===== config.mk =====
export PLATFORM = sky130hd
export DESIGN_NAME = fetch_buffer
export DESIGN_NICKNAME = d
export VERILOG_FILES = /design/src/rtl/pipe_pkg.sv /design/src/rtl/fetch_buffer_fifo_ctrl.sv /design/src/rtl/fetch_buffer.sv
export SDC_FILE = /design/constraint.sdc
export NUM_CORES = 1
export LEC_CHECK = 0
export ABC_CLOCK_PERIOD_IN_PS = 2700
export BUFFER_PORTS_ARGS = -buffer_cell sky130_fd_sc_hd__buf_2
export CAP_MARGIN = 20
export CORE_ASPECT_RATIO = 1.1
export CORE_MARGIN = 10
export CORE_UTILIZATION = 30
export DETAILED_ROUTE_END_ITERATION = 16
export GPL_TIMING_DRIVEN = 0
export HOLD_SLACK_MARGIN = 0.1
export PLACE_DENSITY = 0.48
export SLEW_MARGIN = 0
export SYNTH_ARGS = -nofsm -noshare
export SYNTH_HDL_FRONTEND = slang
export SYNTH_SLANG_ARGS = --single-unit

===== constraint.sdc =====
create_clock -name clk -period 2.7 [get_ports clk]
set_input_delay 0.405 -clock clk [delete_from_list [all_inputs] [get_ports clk]]
set_output_delay 0.405 -clock clk [all_outputs]
set_load 0.02 [all_outputs]

===== src/rtl/pipe_pkg.sv =====
// Shared pipeline definitions for the fetch/decode boundary: default data
// width, the canonical NOP encoding and the {pc, inst} entry layout that
// queues between Fetch and Decode/Execute store.
package pipe_pkg;

    // Default width of pc and instruction fields.
    localparam int PIPE_XLEN = 32;

    // Default queue depth for fetch-side buffers.
    localparam int FETCH_DEPTH = 4;

    // add x0,x0,x0 -- architecturally inert filler for empty slots.
    localparam logic [PIPE_XLEN-1:0] PIPE_NOP_INST = 32'h0000_0033;

    // One queued fetch result.
    typedef struct packed {
        logic [PIPE_XLEN-1:0] pc;
        logic [PIPE_XLEN-1:0] inst;
    } fetch_entry_t;

endpackage


===== src/rtl/fetch_buffer_fifo_ctrl.sv =====
// fifo_ctrl: pointer and occupancy bookkeeping for a power-of-two circular
// queue. Storage lives in the instantiating module; this block only decides
// where the next write lands, which slot is the head, and how full it is.
// Pointers wrap naturally at their own width; occupancy comes from the count,
// so a full and an empty queue are never confused.
module fifo_ctrl
    import pipe_pkg::*;
#(
    parameter int DEPTH = FETCH_DEPTH,
    localparam int PTR_W = $clog2(DEPTH),
    localparam int CNT_W = $clog2(DEPTH + 1)
) (
    input  logic             clk,
    input  logic             rst,
    input  logic             flush_i,
    input  logic             push_i,
    input  logic             pop_i,
    output logic [PTR_W-1:0] rd_ptr_o,
    output logic [PTR_W-1:0] wr_ptr_o,
    output logic [CNT_W-1:0] count_o,
    output logic             full_o,
    output logic             empty_o
);

    logic [PTR_W-1:0] rd_ptr_q, rd_ptr_d;
    logic [PTR_W-1:0] wr_ptr_q, wr_ptr_d;
    logic [CNT_W-1:0] count_q, count_d;
    logic             push_ok;
    logic             pop_ok;

    assign full_o  = (count_q == CNT_W'(DEPTH));
    assign empty_o = (count_q == '0);

    // Never write past a full queue or read from an empty one, even if the
    // caller forgets to gate its requests.
    assign push_ok = push_i & ~full_o;
    assign pop_ok  = pop_i & ~empty_o;

    // Next-state: flush rewinds everything, otherwise advance pointers and
    // adjust the count by the net of push and pop.
    always_comb begin
        rd_ptr_d = rd_ptr_q;
        wr_ptr_d = wr_ptr_q;
        count_d  = count_q;
        if (flush_i) begin
            rd_ptr_d = '0;
            wr_ptr_d = '0;
            count_d  = '0;
        end else begin
            if (push_ok) begin
                wr_ptr_d = wr_ptr_q + PTR_W'(1);
            end
            if (pop_ok) begin
                rd_ptr_d = rd_ptr_q + PTR_W'(1);
            end
            case ({push_ok, pop_ok})
                2'b10:   count_d = count_q + CNT_W'(1);
                2'b01:   count_d = count_q - CNT_W'(1);
                default: count_d = count_q;
            endcase
        end
    end

    // State registers with synchronous reset to an empty queue.
    always_ff @(posedge clk) begin
        if (rst) begin
            rd_ptr_q <= '0;
            wr_ptr_q <= '0;
            count_q  <= '0;
        end else begin
            rd_ptr_q <= rd_ptr_d;
            wr_ptr_q <= wr_ptr_d;
            count_q  <= count_d;
        end
    end

    assign rd_ptr_o = rd_ptr_q;
    assign wr_ptr_o = wr_ptr_q;
    assign count_o  = count_q;

endmodule


===== src/rtl/fetch_buffer.sv =====
// fetch_buffer: DEPTH-entry instruction queue between Fetch and
// Decode/Execute. Fetch keeps pushing {pc, inst} while the consumer stalls; a
// single flush pulse (branch/trap redirect) empties it. When nothing valid is
// at the head the consumer sees NOP_INST with pc 0.
//
// Build option FETCH_BUF_BYPASS_EN: when the queue is empty, an offered entry
// is forwarded combinationally to out_* in the same cycle. If the consumer
// takes it, it is never stored; otherwise it is enqueued as usual. Without
// the macro there is no in->out combinational path and latency is one cycle.
//
// XLEN must match pipe_pkg::PIPE_XLEN because entries use the shared
// fetch_entry_t layout.
module fetch_buffer
    import pipe_pkg::*;
#(
    parameter int               XLEN     = PIPE_XLEN,
    parameter int               DEPTH    = FETCH_DEPTH,
    parameter logic [XLEN-1:0]  NOP_INST = PIPE_NOP_INST
) (
    input  logic                       clk,
    input  logic                       rst,
    input  logic                       flush_i,
    input  logic                       in_valid,
    output logic                       in_ready,
    input  logic [XLEN-1:0]            in_pc,
    input  logic [XLEN-1:0]            in_inst,
    output logic                       out_valid,
    input  logic                       out_ready,
    output logic [XLEN-1:0]            out_pc,
    output logic [XLEN-1:0]            out_inst,
    output logic [$clog2(DEPTH+1)-1:0] count_o
);

    localparam int PTR_W = $clog2(DEPTH);
    localparam int CNT_W = $clog2(DEPTH + 1);

    // Entry storage; contents are never reset, only invalidated by the count.
    fetch_entry_t mem_q [DEPTH];

    fetch_entry_t     in_entry;
    fetch_entry_t     head_entry;
    logic [PTR_W-1:0] rd_ptr;
    logic [PTR_W-1:0] wr_ptr;
    logic [CNT_W-1:0] count;
    logic             full;
    logic             empty;
    logic             bypass;
    logic             push;
    logic             pop;

    assign in_entry.pc   = in_pc;
    assign in_entry.inst = in_inst;
    assign head_entry    = mem_q[rd_ptr];

    // in_ready depends only on occupancy: no path from out_ready or flush_i.
    assign in_ready = ~full;

`ifdef FETCH_BUF_BYPASS_EN
    // Empty queue with a live offer: forward it straight to the consumer.
    assign bypass = empty & in_valid & ~flush_i;
`else
    assign bypass = 1'b0;
`endif

    // A bypassed entry that the consumer takes this cycle is not stored.
    assign push = in_valid & ~full & ~flush_i & ~(bypass & out_ready);
    // Only stored entries are popped; a bypassed one never reached storage.
    assign pop  = ~empty & out_ready & ~flush_i;

    fifo_ctrl #(
        .DEPTH (DEPTH)
    ) u_ctrl (
        .clk      (clk),
        .rst      (rst),
        .flush_i  (flush_i),
        .push_i   (push),
        .pop_i    (pop),
        .rd_ptr_o (rd_ptr),
        .wr_ptr_o (wr_ptr),
        .count_o  (count),
        .full_o   (full),
        .empty_o  (empty)
    );

    // Write the offered entry into the tail slot on an accepted push.
    always_ff @(posedge clk) begin
        if (push) begin
            mem_q[wr_ptr] <= in_entry;
        end
    end

    // Consumer view: stored head if any, else the bypassed offer, else NOP.
    always_comb begin
        out_valid = 1'b0;
        out_pc    = '0;
        out_inst  = NOP_INST;
        if (!empty) begin
            out_valid = 1'b1;
            out_pc    = head_entry.pc;
            out_inst  = head_entry.inst;
        end else if (bypass) begin
            out_valid = 1'b1;
            out_pc    = in_pc;
            out_inst  = in_inst;
        end
    end

    assign count_o = count;

endmodule


Yosys cells after proc, flatten, opt, wreduce, memory -nomap -nowiden. Memories as Yosys holds them, arrays and structs flattened. A register that Yosys moved wholly into a read port is not among the register bits. Index checks and enable logic that the tools add are counted.

Flip-flop bits (word level): 7. Latch bits: 0. RAM bits: 256. Bits in read-only memories: 0. Input port bits: 69. Output and inout bits: 69. Logic and storage cells: 31. Memories: 1.

Memory list: mem_q (words 4, bits a word 64, read ports 1, clocked after memory_dff 1, write ports 1, line fetch_buffer.sv:38) `fetch_entry_t mem_q [DEPTH];`.

Add/subtract/negate cells: 4. Multipliers: 0. Divide/modulo/power cells: 0. Order comparisons: 0. Equal/unequal tests: 3. Shift-type cells: 0. Multiplexer cells: 8. Bitwise operators: 9. Reductions and logical operators: 3.

Operators with widths (count): $mux W32 (2); $and A1 B1 Y1 (6); $pmux W3 S2 (1); $add A2 B1 Y2 const B (2); $mux W2 (2); $add A3 B1 Y3 const B (1); $eq A3 B3 Y1 const B (1); $logic_not A3 Y1 (1); $mux W1 (3); $not A1 Y1 (3); $sub A3 B1 Y3 const B (1); $eq A2 B1 Y1 const B (1); $eq A2 B2 Y1 const B (1); $reduce_bool A2 Y1 (1); $reduce_or A2 Y1 (1).

Logic depth before layout (Yosys ltp). Gate-level depths: netlist (run 1).

Depth after elaboration: 7. Gate-level depth with buffers: 10. Depth with buffers taken out: 9.

Hierarchy. From an unflattened synthesis (run 1), not the netlist that was laid out.

Cell total of the unflattened synthesis: 526. Area, all modules: 10035.9 um^2.

By module, submodules not included: fetch_buffer (times used 1, cells each 483, area an instance 9653.0 um^2, sequential area each 7687.4 um^2); fifo_ctrl (times used 1, cells each 43, area an instance 382.9 um^2, sequential area each 140.1 um^2).

Least setup slack after synthesis (run 1). Ideal clock, no wire load.

Path kind: register -> register. Start point: register u_ctrl.count_q[0], in the netlist u_ctrl.count_o[0]. End point: memory mem_q[0][0] (netlist bit) (enable). Arrival time: 2.390 ns. Data required time: 2.271 ns. Path slack: -0.119 ns. Cell stages (with the launch flop): 4. Buffers on the path: 1. Clock period less this slack: 2.819 ns. Cells stage by stage: dfxtp_1 > or3b_1 > buf_6 > and3_1.

Word-level cells in the longest chain between the ends: 6.

RTL lines: start: declaration (line fetch_buffer_fifo_ctrl.sv:27) `logic [CNT_W-1:0] count_q, count_d;`; start signal: assignment (line fetch_buffer_fifo_ctrl.sv:73) `count_q <= count_d;`; $eq A3 B3 Y1 (line fetch_buffer_fifo_ctrl.sv:31) `assign full_o = (count_q == CNT_W'(DEPTH));`; $not A1 Y1; named net in_ready (line fetch_buffer.sv:24) `output logic in_ready,`; $and A1 B1 Y1 (2 in series) (line fetch_buffer.sv:66) `assign push = in_valid & ~full & ~flush_i & ~(bypass & out_ready);`; $mux W1 (line fetch_buffer.sv:87) `if (push) begin`; $mux W1 (implied by the code) (line fetch_buffer.sv:88) `mem_q[wr_ptr] <= in_entry;`; end: declaration (line fetch_buffer.sv:38).

The timed path passes the listed nets, and every way through them passes these cells.

==> results of run 1 <==
## through the flow
step / area, sq um / setup slack (ps) / setup TNS, ps
finish: 13100 / 137 / 0
global route: 13100 / 12.3 / 0
CTS: 13100 / 32.8 / 0
detailed placement: 11600 / 245 / 0
global placement: 11500 / -301 / -73720
floorplan: 10200 / 294 / 0
## cells in the mapped netlist
cell and n:
inv_2 1, or2_1 4, ha_1 5, nand3_1 1, and3_1 4, or3b_1 1
nor2_1 7, xor2_1 3, a21o_1 1, nor2b_1 1, fa_1 1, buf_2 6
a21oi_1 4, and2_4 1, nor3_2 1, o31ai_1 1, nand2_1 1, mux4_2 64
nand4_1 1, buf_12 6, clkbuf_2 1, clkbuf_1 7, or3_1 2, and2_1 60
or2_2 1, inv_1 6, buf_6 2, dfxtp_1 9, o21ai_0 2, o31ai_2 1
edfxtp_1 256
## metal layers
layer / wire [um] / track usage, % / up-vias
met5: 0 / 0 / -
met4: 405 / 2.71 / 0
met1: 9040 / 12.5 / 2680
met3: 1430 / 2.76 / 34
li1: - / - / 2336
met2: 11700 / 19.0 / 134
## flip-flops by register name, summed over array words and instances, names as in the netlist, named ones only
register / count
mem_q: 256
u_ctrl.count_o: 3
u_ctrl.rd_ptr_o: 2
u_ctrl.wr_ptr_o: 2
## power breakdown
part	switching (uW)	internal, uW	leakage, uW
Sequential	13.5	4570	0.00240
Combinational	210	204	0.00169
Clock	1450	2140	0.000409
## cell families (layout without fill, tap and decap cells)
group | count (synthesis) | count (layout) | synth area share (%)
AO/OA/AOI/OAI | 9 | 9 | 0.563
XOR/XNOR | 3 | 3 | 0.257
adder cells (fa/ha/maj) | 6 | 6 | 0.808
buffers and inverters | 29 | 282 | 2.25
flip-flops | 265 | 265 | 76.9
multiplexers | 64 | 64 | 14.1
other | 0 | 1 | 0
AND/OR/NAND/NOR | 85 | 85 | 5.08
## tightest hold or removal path: cells and delay by family
family                 cells  cell delay, ps
AOI/OAI and AO/OA          1              70
and+or+nand+nor            2             130
buffers and inverters      1              90
## worst paths after layout
path	startpoint	to	depth (start not counted)	slack [ps]
worst max register to register	u_ctrl.count_o[2]	u_ctrl.count_o[2]	10	160
worst max-delay path	flip-flop	out_pc[3]	5	140
worst min-delay path	rst	u_ctrl.wr_ptr_o[1]	4	210
worst min register to register	u_ctrl.rd_ptr_o[1]	u_ctrl.rd_ptr_o[1]	2	510
## final cells by class
type / instances / area (sq um) / area share (%)
sequential: 265 / 7870 / 60.0
multi-input combinational: 167 / 2150 / 16.4
timing repair buffer: 205 / 1440 / 11.0
clock buffer: 40 / 767 / 5.85
tap: 432 / 541 / 4.12
buffer: 22 / 224 / 1.71
clock inverter: 8 / 87.6 / 0.668
inverter: 7 / 26.3 / 0.200
antenna: 1 / 2.50 / 0.0191
## repair_timing
| action | CTS | global route |
|---|---|---|
| pin swaps | 0 | 1 |
| resized for setup | 8 | 7 |
| hold endpoints to repair | 256 | 0 |
| hold buffers | 64 | 0 |
| setup endpoints to repair | 60 | 29 |
==> metrics.yaml, run 1 <==
place:
  dp.cells: 1034
  place_hpwl_um: 14100
  gp_congestion: 0.682
  io_buffers: 137
power_and_ir_drop:
  powerDensity_nw_per_um2: 655
  leakage_uw: 0.00450
  power.total_uw: 8590
  max-vdd-ir-drop_uv: 465
yosys:
  synth_top_area_cell: "edfxtp_1"
  synth_warnings: 0
  synth_top_area_share_pct: 75.2
  syn_nets: 536
  yosysUniqueCellTypes: 31
  synth_seq_cells: 265
  seq_area_frac_synth_pct: 76.9
  postSynthAreaPerCell_sq_um: 22.2
  synth.area.top_cells: "edfxtp_1 (75%), mux4_2 (14%), and2_1 (3.7%), dfxtp_1 (1.8%), buf_12 (1.2%)"
  synthCells: 461
  synth_area_sq_um: 10200
clocking:
  cts_tree: "done"
  clk_latency_ps: 540
  post_cts_buffers: 0
  clkSinkCount: 265
  ctsRootBufferMaster: "clkbuf_16"
  htreeDepth: 1
  cts_buffer_depth: 3
  numCtsBuffers: 28
  path_clk_slew_ps: 50
sta:
  hold_viol: 0
  setup_viol: 0
  max-slew-margin-rel_pct: 59.4
  timing.fmax_mhz: 390
  rsz0062_at_grt: "no"
  post-route-min-period_ps: 2560
  tightestPinTransition_ps: 609
  skew_ps: 10.5
  hold_ws_ps: 208
  fin_crit_sh_pct: 94.9
  maxSlewViolCount: 0
critical_path:
  cp_num_buf_inv: 3
  cp_cell_sequence: "buf_6 > buf_12 > mux4_2 > and2_1 > buf_2"
  cp_max_fo: 10
  cp_data_required_time_ps: 2300
  cp_slowest_stage_delay_ps: 490
  crit_path_start_kind: "flip-flop"
  crit_arrival_ps: 2160
  crit_type: "flip-flop to output pin"
  end_kind: "output pin"
  cp_top_family: "buffers and inverters"
  slowest_stage: "mux4_2"
detailed_routing:
  route.vias.total: 5184
  drc: 0
  drt_iter0_drc: 237
  drtPass1Iterations: 4
  routedWlPerCell_um: 19.7
  postRouteAntennaNets: 0
  drt_wl_total_um: 22500
  routed_via_density: 4.52
final_layout:
  nets: 771
  final_cell_count_no_fill: 1147
  area_growth_pct: 28.2
  fillCellCount: 3086
  layout-drive-gt1-share_pct: 37.3
  final_cell_mix: "edfxtp_1 (256), buf_2 (138), mux4_2 (64), dlygate4sd3_1 (64), and2_1 (60)"
  final_common_cell: "edfxtp_1"
  finish.utilization_pct: 39.2
run_status:
  outcome: "complete, no violations"
die:
  die_h_um: 214
  design.core.area_sq_um: 33500
  rows: 70
  die_w_um: 196
  ios: 138
  initial_core_util_pct: 30.6
  die_area_sq_um: 41900
grt:
  grt_pass1_vias: 5964
  grt_use_total_pct: 10.7
  grt-ovfl-total: 0
  grt_antenna_before_repair: 1
  grt_pass1_wl_um: 34800
  grt_max_degree: 36
min_path:
  hold_path_class: "primary input to flip-flop"
run:
  max_cap_viol_count: 0
Power figures use the tool's default switching activity.
==> run 2: changes to the inputs <==
- MAX_ROUTING_LAYER: not set -> met4
- RECOVER_POWER: not set -> 25
==> metrics.yaml, run 2 (same netlist as run 1, synthesis figures left out) <==
run_status:
  outcome: "complete, no violations"
sta:
  timing.fmax_mhz: 390
  post-route-min-period_ps: 2560
  hold_viol: 0
  tightestPinTransition_ps: 603
  rsz0062_at_grt: "no"
  setup_viol: 0
  fin_crit_sh_pct: 94.9
  setup-tns-final_ps: 0
  fin_ws_ps: 138
  max-slew-margin-rel_pct: 59.8
  skew_ps: 8.77
  maxSlewViolCount: 0
critical_path:
  rrSetupSlack_ps: 160
  crit_type: "flip-flop to output pin"
  crit_arrival_ps: 2160
  end_kind: "output pin"
  reg2reg_to: "u_ctrl.count_o[2]"
  crit_path_start_kind: "flip-flop"
  cp_max_fo: 10
  cp_data_required_time_ps: 2300
  slowest_stage: "mux4_2"
  r2r_start: "u_ctrl.count_o[2]"
  cp_cell_sequence: "buf_6 > buf_12 > mux4_2 > and2_1 > buf_2"
  reg2reg_depth: 10
  cp_slowest_stage_delay_ps: 490
die:
  initial_core_util_pct: 30.6
  die_h_um: 214
  die_w_um: 196
  design.core.area_sq_um: 33500
  rows: 70
  die_area_sq_um: 41900
  ios: 138
detailed_routing:
  postRouteAntennaNets: 0
  route.vias.total: 5182
  routedWlPerCell_um: 19.6
  drc: 0
  drtPass1Iterations: 4
  routed_via_density: 4.51
  drt_iter0_drc: 245
  drt_wl_total_um: 22500
clocking:
  cts_buffer_depth: 3
  ctsRootBufferMaster: "clkbuf_16"
  clkSinkCount: 265
  numCtsBuffers: 28
  path_clk_slew_ps: 50
  htreeDepth: 1
  cts_tree: "done"
  clk_latency_ps: 540
  post_cts_buffers: 0
final_layout:
  largest_reg_flops: 256
  fillCellCount: 3107
  final_cell_mix: "edfxtp_1 (256), buf_2 (101), mux4_2 (64), dlygate4sd3_1 (64), and2_1 (60)"
  largest_register: "mem_q"
  nets: 771
  final_cell_count_no_fill: 1148
  final_common_cell: "edfxtp_1"
  layout-drive-gt1-share_pct: 32.1
  area_growth_pct: 27.7
min_path:
  holdCritStartpoint: "rst"
  hold_end: "u_ctrl.wr_ptr_o[1]"
  holdPathStages: 4
  hold_path_class: "primary input to flip-flop"
place:
  gp_congestion: 0.689
  dp.cells: 1034
  io_buffers: 137
  pre_cts_slack_ps: 245
  place_hpwl_um: 14100
grt:
  grt_max_degree: 36
  grt-ovfl-total: 0
  grt_use_total_pct: 11.0
  grt_pass1_wl_um: 34700
  grt_pass1_vias: 5973
  grt_antenna_before_repair: 2
run:
  max_cap_viol_count: 0
power_and_ir_drop:
  max-vdd-ir-drop_uv: 464
  leakage_uw: 0.00439
  powerDensity_nw_per_um2: 657
-- run 2: cell count changes in the layout (fill, tap and decap cells not counted), sizes merged --
| cell | delta |
|---|---|
| diode | +1 |
| buf | -37 |
| clkbuf | +37 |
-- run 2: how the worst max path moves through the flow --
stage | slack, ps | cells past startpoint | from | to
2_1_floorplan | 290 | 10 | u_ctrl.count_o[2] | u_ctrl.count_o[2]
3_3_place_gp | -300 | 3 | flush_i | mem_q[1][2]
3_5_place_dp | 240 | 10 | u_ctrl.count_o[2] | u_ctrl.count_o[2]
4_1_cts | 30 | 5 | u_ctrl.count_o[0] | out_inst[14]
5_1_grt | 10 | 5 | u_ctrl.count_o[1] | out_pc[29]
6_report | 140 | 5 | flip-flop | out_pc[3]
-- run 2: final cells by class --
| class | count | area, sq um | share of cell area [%] |
|---|---|---|---|
| clock buffers | 40 | 767 | 5.87 |
| plain buffers | 22 | 224 | 1.71 |
| repair buffers | 205 | 1390 | 10.6 |
| inverters | 7 | 26.3 | 0.201 |
| multi-input cells | 167 | 2150 | 16.5 |
| flip-flops and latches | 265 | 7870 | 60.2 |
| diodes | 2 | 5.00 | 0.0383 |
| clock inverters | 8 | 87.6 | 0.671 |
| well taps | 432 | 541 | 4.14 |
-- run 2: metal layers --
| layer | global-route usage, % | share of wire [%] | vias up |
|---|---|---|---|
| met5 | - | 0 | - |
| met4 | 2.71 | 1.8 | 0 |
| met3 | 2.53 | 6.1 | 37 |
| met2 | 19.0 | 52 | 130 |
| met1 | 12.7 | 40 | 2681 |
| li1 | - | - | 2334 |
-- run 2: report_power, final --
part	total, uW	switching, uW	internal, uW
clock	3590	1450	2140
sequential	4580	13.5	4570
combinational	407	211	196
-- run 2: per-stage QoR --
step | utilization [%] | hold WS (ps) | area [sq um] | total power, uW
4_1_cts | 39.2 | 172 | 13100 | 8730
3_3_place_gp | 34.2 | 478 | 11500 | 5000
3_5_place_dp | 34.6 | 493 | 11600 | 5020
5_1_grt | 39.0 | 221 | 13100 | 8930
6_report | 39.0 | 210 | 13100 | 8580
2_1_floorplan | - | 459 | 10200 | 4840
-- run 2: what timing repair did --
item,4_1_cts,5_1_grt
endpoints found under the hold margin,256,0
cloned,0,0
resized for setup,8,7
pin swaps,0,1
endpoints found under the setup margin,60,29
hold buffers,64,0
-- run 2: worst max-delay path, delay by kind of cell (launching register included) --
kind	cells	cell delay, ps
flip-flops	1	320
multiplexers	1	490
buffers and inverters	3	590
AND/OR/NAND/NOR	1	210
